`config.mk`:
```
export PLATFORM = sky130hd
export DESIGN_NAME = cache_ctrl
export DESIGN_NICKNAME = d
export VERILOG_FILES = /design/src/rtl/mem_pkg.sv /design/src/rtl/cache_ctrl_tag_store.sv /design/src/rtl/cache_ctrl.sv
export SDC_FILE = /design/constraint.sdc
export NUM_CORES = 1
export LEC_CHECK = 0
export ABC_CLOCK_PERIOD_IN_PS = 2850
export CORE_AREA = 2 2 126 128
export DETAILED_ROUTE_END_ITERATION = 10
export DIE_AREA = 0 0 128 130
export PLACE_DENSITY = 0.71
export SETUP_SLACK_MARGIN = 0.02
export SYNTH_ARGS = -nofsm -noshare
export SYNTH_HDL_FRONTEND = slang
export SYNTH_SLANG_ARGS = --single-unit
```
`constraint.sdc`:
```
create_clock -name clk -period 2.85 [get_ports clk]
set_clock_uncertainty 0.05 [all_clocks]
set_input_delay 0.285 -clock clk [delete_from_list [all_inputs] [get_ports clk]]
set_output_delay 0.285 -clock clk [all_outputs]
set_load 0.01 [all_outputs]
```
`src/rtl/mem_pkg.sv`:
```
// Shared memory-subsystem definitions: default bus geometry and the cache FSM state encoding.
// The cpu and the cache testbench both use these defaults.
package mem_pkg;

  localparam int ADDR_W_DEF       = 11;
  localparam int INDEX_W_DEF      = 4;
  localparam int OFFSET_W_DEF     = 2;
  localparam int MISS_LATENCY_DEF = 4;
  localparam int CNT_W_DEF        = 16;

  typedef enum logic [1:0] {
    S_IDLE    = 2'd0,
    S_LOOKUP  = 2'd1,
    S_REFILL  = 2'd2,
    S_RESPOND = 2'd3
  } state_e;

endpackage

```
`src/rtl/cache_ctrl_tag_store.sv`:
```
// Tag array plus per-line valid bits for the direct-mapped cache.
// Combinational read on index, one write port, synchronous flush of all valid bits.
module tag_store #(
  parameter int INDEX_W = 4,
  parameter int TAG_W   = 5
) (
  input  logic               clk,
  input  logic               rst,
  input  logic               flush_i,
  input  logic [INDEX_W-1:0] rd_index_i,
  output logic [TAG_W-1:0]   rd_tag_o,
  output logic               rd_valid_o,
  input  logic               wr_en_i,
  input  logic [INDEX_W-1:0] wr_index_i,
  input  logic [TAG_W-1:0]   wr_tag_i
);

  localparam int LINES = 1 << INDEX_W;

  logic [TAG_W-1:0] tag_q [LINES];
  logic [LINES-1:0] valid_q;

  // Tags need no reset: a line is only trusted once its valid bit is set.
  always_ff @(posedge clk) begin
    if (wr_en_i) tag_q[wr_index_i] <= wr_tag_i;
  end

  always_ff @(posedge clk or posedge rst) begin
    if (rst)          valid_q             <= '0;
    else if (flush_i) valid_q             <= '0;
    else if (wr_en_i) valid_q[wr_index_i] <= 1'b1;
  end

  assign rd_tag_o   = tag_q[rd_index_i];
  assign rd_valid_o = valid_q[rd_index_i];

endmodule

```
`src/rtl/cache_ctrl.sv`:
```
// Direct-mapped cache lookup engine: one request per handshake, hit/miss classification,
// fixed-latency refill on a miss, single-cycle response pulse and saturating statistics.
module cache_ctrl
  import mem_pkg::*;
#(
  parameter int ADDR_W       = ADDR_W_DEF,
  parameter int INDEX_W      = INDEX_W_DEF,
  parameter int OFFSET_W     = OFFSET_W_DEF,
  parameter int MISS_LATENCY = MISS_LATENCY_DEF,
  parameter int CNT_W        = CNT_W_DEF
) (
  input  logic              clk,
  input  logic              rst,
  input  logic              req_valid,
  input  logic [ADDR_W-1:0] req_addr,
  output logic              req_ready,
  input  logic              flush,
  output logic              resp_valid,
  output logic              resp_hit,
  output logic [ADDR_W-1:0] resp_addr,
  output logic [CNT_W-1:0]  hit_count,
  output logic [CNT_W-1:0]  miss_count,
  output logic              busy,
  output state_e            dbg_state
);

  // Handshake: a request transfers at a rising edge where req_valid && req_ready;
  // req_ready is high only in IDLE without flush. Responses have no backpressure.

  localparam int TAG_W  = ADDR_W - INDEX_W - OFFSET_W;
  localparam int RCNT_W = $clog2(MISS_LATENCY + 1);
  localparam logic [RCNT_W-1:0] REFILL_LOAD = RCNT_W'(MISS_LATENCY - 1);
  localparam logic [CNT_W-1:0]  CNT_MAX     = '1;

  state_e              state_q;
  logic [ADDR_W-1:0]   addr_q;
  logic [RCNT_W-1:0]   rcnt_q;
  logic [CNT_W-1:0]    hit_cnt_q, hit_cnt_d;
  logic [CNT_W-1:0]    miss_cnt_q, miss_cnt_d;
  logic                resp_valid_q, resp_hit_q;
  logic [ADDR_W-1:0]   resp_addr_q;

  logic [TAG_W-1:0]    addr_tag;
  logic [INDEX_W-1:0]  addr_index;
  logic [TAG_W-1:0]    store_tag;
  logic                store_valid;
  logic                lookup_hit;
  logic                store_flush;
  logic                refill_wr;
  logic                accept;

  assign addr_tag    = addr_q[ADDR_W-1 -: TAG_W];
  assign addr_index  = addr_q[OFFSET_W +: INDEX_W];
  assign lookup_hit  = store_valid && (store_tag == addr_tag);
  assign store_flush = (state_q == S_IDLE) && flush;
  assign refill_wr   = (state_q == S_REFILL) && (rcnt_q == '0);

  assign req_ready = (state_q == S_IDLE) && !flush;
  assign accept    = req_valid && req_ready;

  assign hit_cnt_d  = (hit_cnt_q  == CNT_MAX) ? hit_cnt_q  : hit_cnt_q  + 1'b1;
  assign miss_cnt_d = (miss_cnt_q == CNT_MAX) ? miss_cnt_q : miss_cnt_q + 1'b1;

  tag_store #(
    .INDEX_W (INDEX_W),
    .TAG_W   (TAG_W)
  ) u_tag_store (
    .clk        (clk),
    .rst        (rst),
    .flush_i    (store_flush),
    .rd_index_i (addr_index),
    .rd_tag_o   (store_tag),
    .rd_valid_o (store_valid),
    .wr_en_i    (refill_wr),
    .wr_index_i (addr_index),
    .wr_tag_i   (addr_tag)
  );

  always_ff @(posedge clk or posedge rst) begin
    if (rst) begin
      state_q      <= S_IDLE;
      addr_q       <= '0;
      rcnt_q       <= '0;
      hit_cnt_q    <= '0;
      miss_cnt_q   <= '0;
      resp_valid_q <= 1'b0;
      resp_hit_q   <= 1'b0;
      resp_addr_q  <= '0;
    end else begin
      resp_valid_q <= 1'b0;
      case (state_q)
        S_IDLE: begin
          if (accept) begin
            addr_q  <= req_addr;
            state_q <= S_LOOKUP;
          end
        end
        S_LOOKUP: begin
          if (lookup_hit) begin
            hit_cnt_q    <= hit_cnt_d;
            resp_valid_q <= 1'b1;
            resp_hit_q   <= 1'b1;
            resp_addr_q  <= addr_q;
            state_q      <= S_RESPOND;
          end else begin
            miss_cnt_q <= miss_cnt_d;
            rcnt_q     <= REFILL_LOAD;
            state_q    <= S_REFILL;
          end
        end
        S_REFILL: begin
          // The tag write happens in the same cycle via refill_wr.
          if (rcnt_q == '0) begin
            resp_valid_q <= 1'b1;
            resp_hit_q   <= 1'b0;
            resp_addr_q  <= addr_q;
            state_q      <= S_RESPOND;
          end else begin
            rcnt_q <= rcnt_q - 1'b1;
          end
        end
        S_RESPOND: state_q <= S_IDLE;
        default:   state_q <= S_IDLE;
      endcase
    end
  end

  assign resp_valid = resp_valid_q;
  assign resp_hit   = resp_hit_q;
  assign resp_addr  = resp_addr_q;
  assign hit_count  = hit_cnt_q;
  assign miss_count = miss_cnt_q;
  assign busy       = (state_q != S_IDLE);
  assign dbg_state  = state_q;

endmodule
```
==> results of run 1 <==
Yosys cell counts (all sizes together) (15+ instances only):
| cell type | count |
|---|---|
| edfxtp | 80 |
| dfrtp | 77 |
| mux2 | 30 |
| nor2 | 24 |
| nand2 | 23 |
| xor2 | 22 |
| mux4 | 21 |
| nand3 | 20 |
| o21a | 17 |
| and3 | 15 |
| nor3 | 15 |
worst paths after layout:
check | startpoint | to | slack (ns)
min reg2reg | u_tag_store.valid_q[11] | u_tag_store.valid_q[11] | 0.44
max | addr_q[3] | resp_addr[10] | 0.02
max reg2reg | addr_q[3] | resp_addr[10] | 0.02
max in group asynchronous | rst | u_tag_store.valid_q[12] | 2.20
min | rst | resp_addr[1] | 0.22
min in group clk | req_addr[3] | addr_q[3] | 0.42
power breakdown:
part / switching, W / internal [W] / total [W]
Clock: 0.000883 / 0.00128 / 0.00216
Combinational: 0.00142 / 0.00157 / 0.00300
Sequential: 0.000279 / 0.00283 / 0.00311
per-layer routing:
metal / global-route usage / vias to the layer above / routed length, um / share of wire
met2: 0.309 / 118 / 7330 / 0.49
met3: 0.0500 / 19 / 677 / 0.045
met5: 0 / - / 0 / 0
met4: 0.0608 / 0 / 202 / 0.013
met1: 0.254 / 2227 / 6870 / 0.46
li1: - / 1978 / - / -
layout by cell type (no fill, tap or decap), types with 7 or more instances in the layout:
master / n
xnor2_1: 10
clkbuf_16: 17
buf_12: 7
nand2_1: 23
inv_1: 8
ha_1: 8
o21a_1: 17
mux2_2: 16
nand3_1: 20
mux2_4: 12
clkdlybuf4s50_1: 63
nand4_1: 11
buf_4: 42
nor2_1: 23
nor3_1: 15
and3_1: 15
mux2i_1: 11
dfrtp_1: 75
edfxtp_1: 80
mux4_2: 21
xor2_1: 22
kinds of logic (layout without fill, tap and decap cells):
logic type,count (synthesis),in the layout,share of synthesized area
and+or+nand+nor,131,131,0.102
adders and majority gates,8,8,0.0147
DFF,157,157,0.638
AOI/OAI and AO/OA,45,45,0.0461
muxes,62,62,0.136
buffers and inverters,31,157,0.0199
xor gates and xnor gates,34,34,0.0439
sequential cells by signal (all words and copies together) (netlist names):
| signal | count |
|---|---|
| rcnt_q | 3 |
| hit_count | 16 |
| u_tag_store.tag_q | 80 |
| u_tag_store.valid_q | 16 |
| addr_q | 11 |
| miss_count | 16 |
| resp_valid | 1 |
| dbg_state | 2 |
| resp_addr | 11 |
| resp_hit | 1 |
critical path: cells and delay by family (launching register included):
kind | cells | cell delay, ns
simple gates | 1 | 0.14
flops | 1 | 0.44
mux | 4 | 1.13
compound gates | 2 | 0.47
buf+inv | 2 | 0.30
xor+xnor | 1 | 0.18
final cells by class:
type,instances,area share
Clock buffer,20,0.0498
Clock inverter,12,0.0140
Inverter,9,0.00385
Multi-Input combinational cell,280,0.279
Sequential cell,157,0.494
Tap cell,192,0.0274
Timing Repair Buffer,116,0.132
stage by stage:
| stage | std cells | utilization |
|---|---|---|
| after floorplan | 468 | - |
| after global placement | 748 | 0.518 |
| after detailed placement | 748 | 0.518 |
| after CTS | 786 | 0.567 |
| after global routing | 786 | 0.569 |
| final | 786 | 0.569 |
timing repair:
item / 4_1_cts / 5_1_grt
pin swaps: 3 / 0
buffers inserted: 5 / 0
setup endpoints to repair: 33 / 32
gates cloned: 2 / 0
gates resized for setup: 22 / 8
==> impl_metrics.env, run 1 <==
export IMPL_vias_per_cell=5.52
export IMPL_drv_cap=0
export IMPL_cts_made_buffers=17
export IMPL_cp_slowest_cell="mux4_2"
export IMPL_maxSlewHeadroom=0.611
export IMPL_final_antenna_net_count=0
export IMPL_grt_max_degree=78
export IMPL_grt_pass1_wl_um=23900
export IMPL_path_max_fanout=6
export IMPL_track_usage=0.190
export IMPL_drive_gt1_frac=0.247
export IMPL_critical_path_max_stage_delay_ns=0.51
export IMPL_power_leakage_nw=3.59
export IMPL_ys_ff_latch=157
export IMPL_drt_iter0_drc=272
export IMPL_grt_overflow=0
export IMPL_crit_chain="buf_12 -> mux4_2 -> mux2i_1 -> mux2i_1 -> xor2_1 -> a21oi_2 -> nand4_4 -> a22o_4 -> buf_12 -> mux2_4"
export IMPL_critPathCaptureType="flop"
export IMPL_start_kind="flop"
export IMPL_total_power_w=0.00827
export IMPL_arrival_ns=3.09
export IMPL_antenna_found_initial=0
export IMPL_whs_ns=0.216
export IMPL_start_util=0.440
export IMPL_max_freq_mhz=353
export IMPL_synth_cell_area_mm2=0.00679
export IMPL_routabilityCongestion=0.812
export IMPL_synth_cell_types=45
export IMPL_status="finished, final reports clean"
export IMPL_synthArstFlopShare=0.490
export IMPL_seq_area_mm2=0.00433
export IMPL_wl_per_cell_um=19.2
export IMPL_syn2layout_area_growth_pct=29.2
export IMPL_antennaDiodeCount=0
export IMPL_setup_violations=0
export IMPL_post_route_period_util=0.993
export IMPL_ir_drop_v=0.000479
export IMPL_hold_violations=0
export IMPL_path_class="flop to flop"
export IMPL_final_setup_tns_ns=0
export IMPL_fin_ws_ns=0.0203
export IMPL_slew_violations=0
export IMPL_synth_top_area_frac=0.354
export IMPL_power_density_mw_per_mm2=943
export IMPL_path_clk_slew_ns=0.06
export IMPL_hold_class="primary input to asynchronous set/reset pin"
export IMPL_synth_warnings=0
export IMPL_fp_dieW_um=128
export IMPL_postRouteWirelength_um=15100
export IMPL_place_area_mm2=0.00799
export IMPL_drc=0
export IMPL_min_period_ns=2.83
export IMPL_worst_pin_slew_ns=0.583
export IMPL_nets=604
export IMPL_cts_root_buf="clkbuf_16"
export IMPL_design_area_mm2=0.00877
export IMPL_ys_seq_area_frac=0.638
export IMPL_pre_cts_slack_ns=-0.140
export IMPL_io_buffers=63
export IMPL_yosysTopAreaCell="edfxtp_1"
export IMPL_vias=4342
export IMPL_row_count=46
export IMPL_multiInputGateArea_mm2=0.00245
export IMPL_die_h_um=130
export IMPL_synthCells=468
export IMPL_r2r_cells=10
export IMPL_rsz0062_at_grt="true"
export IMPL_die_area_mm2=0.0166
export IMPL_cts_hold_repair_buffers=0
export IMPL_core_area_mm2=0.0154
export IMPL_cts_buffer_depth=2
export IMPL_cts_tree="done"
export IMPL_hpwl_um=9850
export IMPL_clock_sinks=157
export IMPL_synth_nets=491
export IMPL_grt_pass1_vias=4557
export IMPL_clk_latency_ns=0.42
export IMPL_first_pass_iters=4
export IMPL_ys_flop_type="edfxtp_1"
export IMPL_syn_area_per_cell_um2=14.5
export IMPL_worstPathRequired_ns=3.11
export IMPL_n_fill_cell=1235
export IMPL_synth_edf_count=80
export IMPL_synth_area_top_cells="edfxtp_1, dfrtp_1, mux4_2"
export IMPL_htreeDepth=4
export IMPL_io_pins=64
No activity file was read; power rests on OpenSTA's default activity.
==> run 2: changes to the inputs <==
- DONT_BUFFER_PORTS: default -> 1
- PLACE_DENSITY: 0.71 -> 0.65
==> impl_metrics.env, run 2 (same netlist as run 1, synthesis figures left out) <==
export IMPL_status="complete, but fails checks"
export IMPL_violations="negative setup slack"
export IMPL_arrival_ns=3.15
export IMPL_regMostFlops="u_tag_store.tag_q"
export IMPL_final_common_cell="edfxtp_1"
export IMPL_final_util=0.537
export IMPL_final_setup_tns_ns=-0.00548
export IMPL_first_pass_iters=4
export IMPL_routabilityCongestion=0.818
export IMPL_hold_violations=0
export IMPL_fp_dieW_um=128
export IMPL_met2_length_um=7310
export IMPL_path_clk_slew_ns=0.06
export IMPL_design_area_mm2=0.00828
export IMPL_drc=0
export IMPL_critical_path_max_stage_delay_ns=0.51
export IMPL_multiInputGateArea_mm2=0.00245
export IMPL_critPathCaptureType="flop"
export IMPL_max_freq_mhz=350
export IMPL_die_area_mm2=0.0166
export IMPL_route_met3_wl_um=845
export IMPL_io_buffers=0
export IMPL_top_layer="met4"
export IMPL_setup_violations=2
export IMPL_power_density_mw_per_mm2=946
export IMPL_die_h_um=130
export IMPL_post_route_period_util=1.00
export IMPL_cts_tree="done"
export IMPL_wl_per_cell_um=19.3
export IMPL_row_count=46
export IMPL_cts_buffer_depth=2
export IMPL_pre_cts_slack_ns=-0.218
export IMPL_path_max_fanout=11
export IMPL_path_class="flop to flop"
export IMPL_clk_latency_ns=0.43
export IMPL_drt_iter0_drc=226
export IMPL_grt_pass1_wl_um=22200
export IMPL_slew_violations=0
export IMPL_antennaDiodeCount=0
export IMPL_grt_pass1_vias=4225
export IMPL_mostFrequentLayoutCells="edfxtp_1, dfrtp_1, buf_4"
export IMPL_rsz0062_at_grt="true"
export IMPL_nets=563
export IMPL_grt_max_degree=64
export IMPL_wl_met1_um=6080
export IMPL_clock_sinks=157
export IMPL_hold_class="primary input to flop"
export IMPL_vias=4122
export IMPL_min_period_ns=2.85
export IMPL_antenna_found_initial=0
export IMPL_cts_made_buffers=17
export IMPL_track_usage=0.180
export IMPL_start_util=0.440
export IMPL_start_kind="flop"
export IMPL_power_leakage_nw=3.43
export IMPL_n_fill_cell=1289
export IMPL_hpwl_um=9730
export IMPL_vias_per_cell=5.53
export IMPL_fin_ws_ns=-0.00356
export IMPL_cp_slowest_cell="mux4_2"
export IMPL_maxSlewHeadroom=0.255
export IMPL_core_area_mm2=0.0154
export IMPL_drv_cap=0
export IMPL_largest_reg_flops=80
export IMPL_cts_root_buf="clkbuf_16"
export IMPL_worstPathRequired_ns=3.15
export IMPL_place_area_mm2=0.00741
export IMPL_grt_overflow=0
export IMPL_crit_chain="buf_12 -> buf_4 -> mux4_2 -> mux4_2 -> xnor2_2 -> nand4_2 -> buf_8 -> buf_12 -> nor4_4 -> xor2_1"
export IMPL_seq_area_mm2=0.00433
export IMPL_postRouteWirelength_um=14400
export IMPL_drive_gt1_frac=0.286
export IMPL_worst_pin_slew_ns=1.12
export IMPL_syn2layout_area_growth_pct=22.0
export IMPL_ir_drop_v=0.000444
export IMPL_io_pins=64
export IMPL_htreeDepth=4
export IMPL_final_antenna_net_count=0
-- run 2: changes by cell type in the layout (fill, tap and decap cells not counted), moves of 7 or more --
cell / previous run / this run
nor3_1: 15 / 8
clkdlybuf4s50_1: 63 / 0
buf_4: 42 / 54
dlygate4sd3_1: 0 / 12
nor3_2: 0 / 7
-- run 2: where the power goes --
part,switching (W),internal [W],total (W)
combinational,0.00122,0.00132,0.00254
clock,0.000875,0.00119,0.00206
sequential,0.000399,0.00283,0.00323
-- run 2: worst max-delay path, delay by kind of cell, from the launching register on --
family | cells | cell delay [ns]
flops | 1 | 0.46
simple gates | 2 | 0.46
mux | 2 | 0.80
buf+inv | 4 | 0.65
xor+xnor | 2 | 0.37
-- run 2: per-layer routing --
layer / vias up / GRT usage
met2: 101 / 0.294
li1: 1890 / -
met1: 2117 / 0.227
met3: 14 / 0.0504
met5: - / 0
met4: 0 / 0.0789
-- run 2: metrics by stage --
step                      std cells  power, W  hold WS [ns]
after global routing            745   0.00823         0.295
after floorplan                 468   0.00468         0.385
final                           745   0.00784         0.310
after detailed placement        692   0.00553         0.389
after CTS                       743   0.00770         0.284
after global placement          692   0.00546         0.387
-- run 2: final timing paths --
check	startpoint	end	slack, ns	cells after the start
worst max-delay path	addr_q[3]	hit_count[13]	-0.004	10
worst min-delay path	req_valid	addr_q[9]	0.31	3
worst max register to register	addr_q[3]	hit_count[13]	-0.004	10
worst min register to register	u_tag_store.valid_q[14]	u_tag_store.valid_q[14]	0.44	1
max in group asynchronous	rst	hit_count[4]	1.42	3
min in group asynchronous	rst	addr_q[9]	0.52	2
-- run 2: cell type report --
type / count / share of cell area
inverters: 9 / 0.00423
well taps: 192 / 0.0290
flip-flops and latches: 157 / 0.523
multi-input cells: 280 / 0.296
clock inverters: 12 / 0.0118
clock buffers: 20 / 0.0527
repair buffers: 75 / 0.0834
-- run 2: timing repair --
action,in CTS,in global routing
setup endpoints to repair,49,33
buffers inserted,7,1
pin swaps,2,3
hold buffers,12,0
gates cloned,0,1
hold endpoints to repair,73,0
resized for setup,6,23
==> RTL change (settings of run 1) <==
Change the package constant `ADDR_W_DEF` from 11 to 10.
--- a/src/rtl/mem_pkg.sv
+++ b/src/rtl/mem_pkg.sv
@@ -4,3 +4,3 @@
 
-  localparam int ADDR_W_DEF       = 11;
+  localparam int ADDR_W_DEF       = 10;
   localparam int INDEX_W_DEF      = 4;
Interface: changed (resized req_addr and resp_addr); port bits go from 64 to 62. The function was not compared with the original's and may differ.
==> RTL change against run 1 <==
Sequential share of layout area down 0.73 points; routed wire length is 8.8% lower; combinational power shrank 14%; core utilization shrank 6.2 points; synthesized cell count is 7.9% lower; total power is 11% lower; setup slack lost 0.0097 ns; area after synthesis decreased by 10%; critical path depth is 2 lower; design area shrank 11%; sequential cell count is 18 lower.
==> RTL change: results (changes against run 1) <==
Parameter                              Value

Status
  Status ... finished, final reports clean

Power
  Switching Share ... 30.95% (-0.29 points)
  Power Dens Cells ... 938.8 mW/mm^2 (-0.39%)
  IR Drop Worst-Case VDD ... 0.5100 mV (+6.4%)
  Share of power burned in registers ... 38.0% (+0.4 points)
  Power of the sequential group ... 2.79 mW (-10%)
  Clock power frac ... 26.8% (+0.7 points)
  Leakage ... 3.119 nW (-13%)

Global routing
  Met1 track utilization from global routing ... 21.23% (-4.1 points)
  Global-route wire length before repair ... 21,490 um (-10%)
  Met2 Track Usage GR ... 29.07% (-1.8 points)
  Via count of the first global-routing pass ... 4,088 (-10%)
  Pin count of the biggest net entering global routing ... 43 (-45%)
  Met3 Usage GRT ... 3.649% (-1.4 points)
  Global routing usage summed across all routing layers ... 17.01% (-2.0 points)

Synth
  Main area contributors after synthesis ... edfxtp_1 (32%), dfrtp_1 (31%), mux4_2 (7.8%)
  Synthesized flop and latch total ... 139 (-11%)
  Ys flop type ... dfrtp_1
  Sequential cell area fraction in the yosys report ... 62.26% (-1.5 points)
  Number of enable flip-flop cells after synthesis ... 64 (-20%)
  Async set-reset flop share out of synthesis ... 53.96% (+4.9 points)
  Number of synthesis warnings ... 0 (unchanged)
  Synth top cells by count ... dfrtp_1 (75), edfxtp_1 (64), nand2_1 (26)
  Syn_area_per_cell ... 14.16 sq um (-2.4%)
  Number of distinct library cell variants in the gate-level netlist after synthesis ... 47 (+4.4%)
  Post-Syn Nets ... 453 (-7.7%)

Route
  Metal1 wirelength ... 5674 um (-17%)
  Ratio of routed vias to standard cells ... 5.445 (-1.4%)
  Starting DRC count in detailed routing ... 269 (-1.1%)
  First-pass DRT Iterations ... 5 (+1)
  Met2 wire len ... 7163 um (-2.2%)
  Met3 wire length ... 638 um (-5.8%)
  Final WL ... 13,750 um (-8.8%)

Finish
  Clock network contribution to total cell area ... 6.658% (+0.28 points)
  Inverters ... 12 (+3)
  Register area ... 0.003802 sq mm (-12%)
  Count of plain and timing-repair buffers in the layout ... 96 (-17%)
  Footprint of the multi-input gates ... 0.002237 sq mm (-8.7%)
  Layout cells sized above 1 ... 21.15% (-3.6 points)
  Number of combinational gates with multiple inputs ... 260 (-7.1%)
  # fillers ... 1,299 (+5.2%)
  Max FFs per register ... 64 (-20%)
  Number of clock buffer instances in the layout ... 27 (+35%)
  Number of non-filler instances in the completed layout ... 731 (-7.0%)

Place
  Half-perimeter wire length after detailed placement ... 9263 um (-6.0%)
  Number of buffers inserted by port buffering ... 61 (-3.2%)
  Placement-stage cell area ... 0.007118 sq mm (-11%)
  Pre-CTS setup slack ... -0.03019 ns (+0.1099 ns)

Hold path
  Worst hold-check path type ... primary input to asynchronous set/reset pin

Worst setup path
  Stage delay of the slowest cell on the critical path ... 0.54 ns (+0.03 ns)
  Worst-path maximum fanout ... 5 (-1)
  Data arrival time of the worst path ... 3.09 ns (about the same)
  Family with the most delay on the worst path ... multiplexers

STA
  Relative slew slack ... 35.74% (-25 points)
[RTL change: path summary, 6_finish.rpt]
path | startpoint | to | slack, ns | cells after the start
setup / recovery | addr_q[3] | resp_addr[6] | 0.01 | 8
hold / removal | rst | u_tag_store.valid_q[8] | 0.36 | 2
setup reg to reg | addr_q[3] | resp_addr[6] | 0.01 | 8
hold reg to reg | addr_q[1] | resp_addr[1] | 0.43 | 1
max in group asynchronous | rst | addr_q[0] | 1.70 | 3
min in group clk | req_addr[8] | addr_q[8] | 0.43 | 2
[RTL change: logic make-up after synthesis]
kind of cell,Yosys count,synth area share [%]
AOI/OAI and AO/OA,33,4.184
xor gates and xnor gates,33,4.737
adders and majority gates,8,1.641
buffers and inverters,32,2.317
DFF,139,62.26
muxes,54,13.62
and+or+nand+nor,132,11.24
[RTL change: timing repair]
action | CTS | global route
pin swaps | 1 | 5
gates resized for setup | 4 | 21
gates cloned | 0 | 2
endpoints found under the setup margin | 13 | 26
hold buffers | 0 | 0
buffers inserted | 0 | 3
